<file path="src/rtl/inst_decode_stage.sv">
// inst_decode_stage: IF/ID register with MIPS field decode, immediate extension, type flags and a 2R1W register file.
// Define REGFILE_BYPASS_EN to make same-cycle write-back data visible on rs_data/rt_data (write-through).
module inst_decode_stage #(
  parameter int          DATA_W     = 32,
  parameter int          REG_AW     = 5,
  parameter logic [31:0] RESET_INST = 32'h00000000
) (
  input  logic              clk,
  input  logic              reset,
  input  logic              enable,
  input  logic              flush,
  input  logic [31:0]       inst,
  input  logic              wb_we,
  input  logic [REG_AW-1:0] wb_addr,
  input  logic [DATA_W-1:0] wb_data,
  output logic              valid,
  output logic [5:0]        opcode,
  output logic [4:0]        rs,
  output logic [4:0]        rt,
  output logic [4:0]        rd,
  output logic [4:0]        shamt,
  output logic [5:0]        funct,
  output logic [DATA_W-1:0] imm_ext,
  output logic [25:0]       jaddr,
  output logic [DATA_W-1:0] rs_data,
  output logic [DATA_W-1:0] rt_data,
  output logic              is_rtype,
  output logic              is_load,
  output logic              is_store,
  output logic              is_branch,
  output logic              is_jump
);
  logic [31:0]       inst_q, inst_d;
  logic              valid_q, valid_d;
  logic [DATA_W-1:0] rf_q [2**REG_AW];
  logic [DATA_W-1:0] rf_d [2**REG_AW];
  logic [REG_AW-1:0] rs_a, rt_a;
  logic              zext;
  always_comb begin
    inst_d  = flush ? RESET_INST : enable ? inst : inst_q;
    valid_d = flush ? 1'b0 : enable ? 1'b1 : valid_q;
    rf_d = rf_q;
    if (wb_we && wb_addr != '0) rf_d[wb_addr] = wb_data;
  end
  always_ff @(posedge clk) begin
    if (reset) begin
      inst_q  <= RESET_INST;
      valid_q <= 1'b0;
      rf_q    <= '{default: '0};
    end else begin
      inst_q  <= inst_d;
      valid_q <= valid_d;
      rf_q    <= rf_d;
    end
  end
  always_comb begin
    valid     = valid_q;
    opcode    = inst_q[31:26];
    rs        = inst_q[25:21];
    rt        = inst_q[20:16];
    rd        = inst_q[15:11];
    shamt     = inst_q[10:6];
    funct     = inst_q[5:0];
    jaddr     = inst_q[25:0];
    zext      = opcode inside {6'h0C, 6'h0D, 6'h0E};
    imm_ext   = {{(DATA_W-16){inst_q[15] & ~zext}}, inst_q[15:0]};
    is_rtype  = valid_q && opcode == 6'h00;
    is_load   = valid_q && opcode == 6'h23;
    is_store  = valid_q && opcode == 6'h2B;
    is_branch = valid_q && (opcode == 6'h04 || opcode == 6'h05);
    is_jump   = valid_q && (opcode == 6'h02 || opcode == 6'h03);
    rs_a      = REG_AW'(rs);
    rt_a      = REG_AW'(rt);
`ifdef REGFILE_BYPASS_EN
    rs_data = (wb_we && wb_addr != '0 && wb_addr == rs_a) ? wb_data : rf_q[rs_a];
    rt_data = (wb_we && wb_addr != '0 && wb_addr == rt_a) ? wb_data : rf_q[rt_a];
`else
    rs_data = rf_q[rs_a];
    rt_data = rf_q[rt_a];
`endif
  end
endmodule

</file>
<file path="config.mk">
export PLATFORM = sky130hd
export DESIGN_NAME = inst_decode_stage
export DESIGN_NICKNAME = d
export VERILOG_FILES = /design/src/rtl/inst_decode_stage.sv
export SDC_FILE = /design/constraint.sdc
export NUM_CORES = 2
export LEC_CHECK = 0
export BUFFER_PORTS_ARGS = -buffer_cell sky130_fd_sc_hd__buf_2
export CAP_MARGIN = 20
export CORE_ASPECT_RATIO = 0.6
export CORE_MARGIN = 2
export CORE_UTILIZATION = 35
export CTS_CLUSTER_DIAMETER = 120
export DETAILED_ROUTE_END_ITERATION = 7
export HOLD_SLACK_MARGIN = 0.1
export PLACE_DENSITY = 0.62
export REMOVE_ABC_BUFFERS = 1
export SYNTH_ARGS = -nofsm -noshare
export SYNTH_HDL_FRONTEND = slang
export SYNTH_SLANG_ARGS = --single-unit
</file>
<file path="constraint.sdc">
create_clock -name clk -period 3.5 [get_ports clk]
set_clock_uncertainty 0.05 [all_clocks]
set_input_delay 0.7 -clock clk [delete_from_list [all_inputs] [get_ports clk]]
set_output_delay 0.7 -clock clk [all_outputs]
set_load 0.01 [all_outputs]
</file>
==> run metrics <==
status=finished, violations left; violated checks=negative setup slack; hold path start=inst[0]; reg-to-reg endpoint=inst_q[17]$_SDFFE_PP0P_; critical path class=flip-flop to primary output; Synth area leaders=dfxtp_1, mux2i_1, nand2_1; Pleak=0.0204 µW; most frequent cells in the layout=nand2_1, a21oi_1, dfxtp_1, mux2i_1, buf_2; unique cell type count in the Yosys netlist=32; vias=54.8k; layout cells sized above 1=12.8%; Highest Clock Rate=280 MHz; DIE WIDTH=512 µm; Routed WL per cell=26.7 µm; Max IR drop VDD=0.000378 V; clock root cell=clkbuf_16; R2R cell count=5; Final Hold Viols=0; Iter 0 DRT Violations=9160; Top Ports=234; # H-tree levels=3; Critical Path End Type=primary output; Port Buffers=233; worst-path cell chain=buf_12 > buf_12 > buf_16 > mux2i_1 > a22o_1 > nor3_1 > a31oi_2 > nand3_2 > buf_2; antenna violations before repair=15; total grt overflow=0; largest area contributor in the synthesized netlist=dfxtp_1; Yosys top cell area share=39.0%; full die area=158000 µm²; area grow syn2layout=18.0%; Final Max Slew Viols=0; min-delay worst type=input pin to flip-flop; Remaining DRCs=0; total CTS buffers=95; global-route wire length before repair=340000 µm; worst hold path endpoint=inst_q[0]$_SDFFE_PP0P_; worst hold slack=0.175 ns; Die Y-Extent=309 µm; Routed Antenna Nets=0; crit-path max FO=26; post-synthesis sequential area ratio=39.0%; Setup crit start kind=flip-flop; MaxCap Viol Count=0; number of synthesized flops with an enable pin=0; Worst-path clk slew=0.07 ns; Total GRT Usage=28.7%; Pwr per Cell Area=412 nW/µm²; Syn Std Cell Area=54300 µm²; design area=64100 µm²; dpl hpwl=136000 µm; clock buffer depth=3; CP Data Arrival Time=2.82 ns; Worst slew margin=31.6%; Pre-antenna DRT Iters=6; clk_lat worst skew=0.71 ns; vias in the first global route=49.6k; fin worst setup slack=-0.0739 ns; Sink Count=1057; DR vias/cell=6.04; flops & latches, synth=1057; final setup violation count=10; CTS tree=yes; slowest CP cell=a31oi_2; worst-margin pin slew=1.01 ns; Nets=7039; most common cell after layout, fill and taps aside=nand2_1; Syn Area/Cell=7.73 µm²; setup slack, reg-to-reg=1.84 ns; Top FF cell, synth=dfxtp_1; Hold Path Stages=3; DP Area=58000 µm²; pin count of the biggest net entering global routing=152; Site Rows=111; Critical Path Most Common Cell=buf_12; critical path buffer and inverter count=4; launch point of the worst reg-to-reg path=inst_q[17]$_SDFFE_PP0P_; CP top delay family=buffers and inverters; CP max stage delay=0.41 ns; Final period util=102%; initial core utilization=35.4%; RSZ-0062 raised after global routing=true; Min Clock Period, post-route=3.57 ns; Async SR Flop Fraction=0%; critical path required time=2.75 ns; cell count after synthesis=7020; core area=153000 µm²; hold buffer count at cts=0; routed wire length=243000 µm; filler instances=15.1k; Placer Congestion=0.910; synth warn=0
## routing by layer
metal / global-route usage [%] / part of all wire [%] / wire [µm] / up-vias
li1: - / - / - / 23800
met1: 39.3 / 40 / 97800 / 26200
met2: 39.6 / 40 / 96100 / 4114
met3: 10.7 / 15 / 37600 / 698
met4: 12.3 / 4.6 / 11200 / 6
met5: 0.536 / 0.059 / 144 / -
## worst register-to-register path, cell delays in order (launching register included)
cell	delay, ns
dfxtp_4	0.40
buf_12	0.17
clkbuf_16	0.22
buf_6	0.23
mux2i_1	0.10
nor2_1	0.34
## final cells by class
class | count | area, µm² | area share (%)
multi-input cells | 5236 | 30800 | 48.0
flip-flops and latches | 1057 | 21200 | 33.1
repair buffers | 573 | 6210 | 9.70
clock buffers | 128 | 2740 | 4.27
well taps | 2034 | 2540 | 3.97
clock inverters | 46 | 601 | 0.938
diodes | 6 | 15.0 | 0.0234
inverters | 2 | 7.51 | 0.0117
## worst max path at each step
stage             endpoint  depth (start not counted)  slack (ns)                    start
5_1_grt        rs_data[30]                          9       -0.07  inst_q[22]$_SDFFE_PP0P_
3_5_place_dp   rs_data[28]                          8        0.34  inst_q[21]$_SDFFE_PP0P_
3_3_place_gp   rs_data[28]                          8        0.36  inst_q[21]$_SDFFE_PP0P_
4_1_cts        rs_data[25]                          9       -0.05  inst_q[22]$_SDFFE_PP0P_
6_report       rs_data[30]                          9       -0.07  inst_q[22]$_SDFFE_PP0P_
2_1_floorplan   rs_data[0]                          5      -15.47  inst_q[22]$_SDFFE_PP0P_
## power by group
part           switching, µW  internal [µW]  leakage (µW)
registers               85.8          12100       0.00853
logic                   1730            867        0.0102
clock network           5150           6460       0.00165
## logic make-up (layout without fill, tap and decap cells)
logic type | count (synthesis) | after routing | share of synthesized area, %
buf+inv | 727 | 749 | 5.89
flops | 1057 | 1057 | 39.0
compound gates | 1569 | 1569 | 16.4
simple gates | 2611 | 2611 | 19.3
other cells | 0 | 6 | 0
mux | 1056 | 1056 | 19.5
## synthesized netlist by cell type, types with 3 or more instances
| cell type | number |
|---|---|
| nand2_1 | 2212 |
| a21oi_1 | 1184 |
| dfxtp_1 | 1057 |
| mux2i_1 | 1056 |
| clkbuf_1 | 462 |
| nand3_1 | 193 |
| a22oi_1 | 192 |
| buf_2 | 180 |
| a22o_1 | 128 |
| nor3_1 | 67 |
| a31oi_1 | 64 |
| buf_4 | 63 |
| nor2_1 | 53 |
| nor2b_1 | 38 |
| buf_1 | 19 |
| nor3_2 | 10 |
| nand2b_1 | 9 |
| nor4_2 | 7 |
| and2_1 | 4 |
| nor2_2 | 3 |
| or2_1 | 3 |
| or2_2 | 3 |
## through the flow
step | setup TNS (ns) | total power, µW | utilization [%] | cells | setup slack [ns]
2_1_floorplan | -1077.74 | 14100 | - | 6295 | -15.47
3_3_place_gp | 0 | 14700 | 37.8 | 8800 | 0.360
3_5_place_dp | 0 | 14700 | 37.8 | 8800 | 0.336
4_1_cts | -0.181 | 26200 | 41.1 | 9027 | -0.0454
5_1_grt | -0.593 | 27000 | 41.8 | 9078 | -0.0673
6_report | -0.326 | 26400 | 41.8 | 9082 | -0.0739
## flip-flops by register name (all words and copies together), names as in the netlist
signal and cells:
inst_q 32, rf_q 1024, valid 1
## what timing repair did
action | in CTS | in global routing
gates cloned | 26 | 18
setup endpoints to repair | 64 | 59
pin swaps | 13 | 29
setup buffers | 27 | 33
resized for setup | 113 | 73
Note: power is estimated with default switching activity, not from simulation.
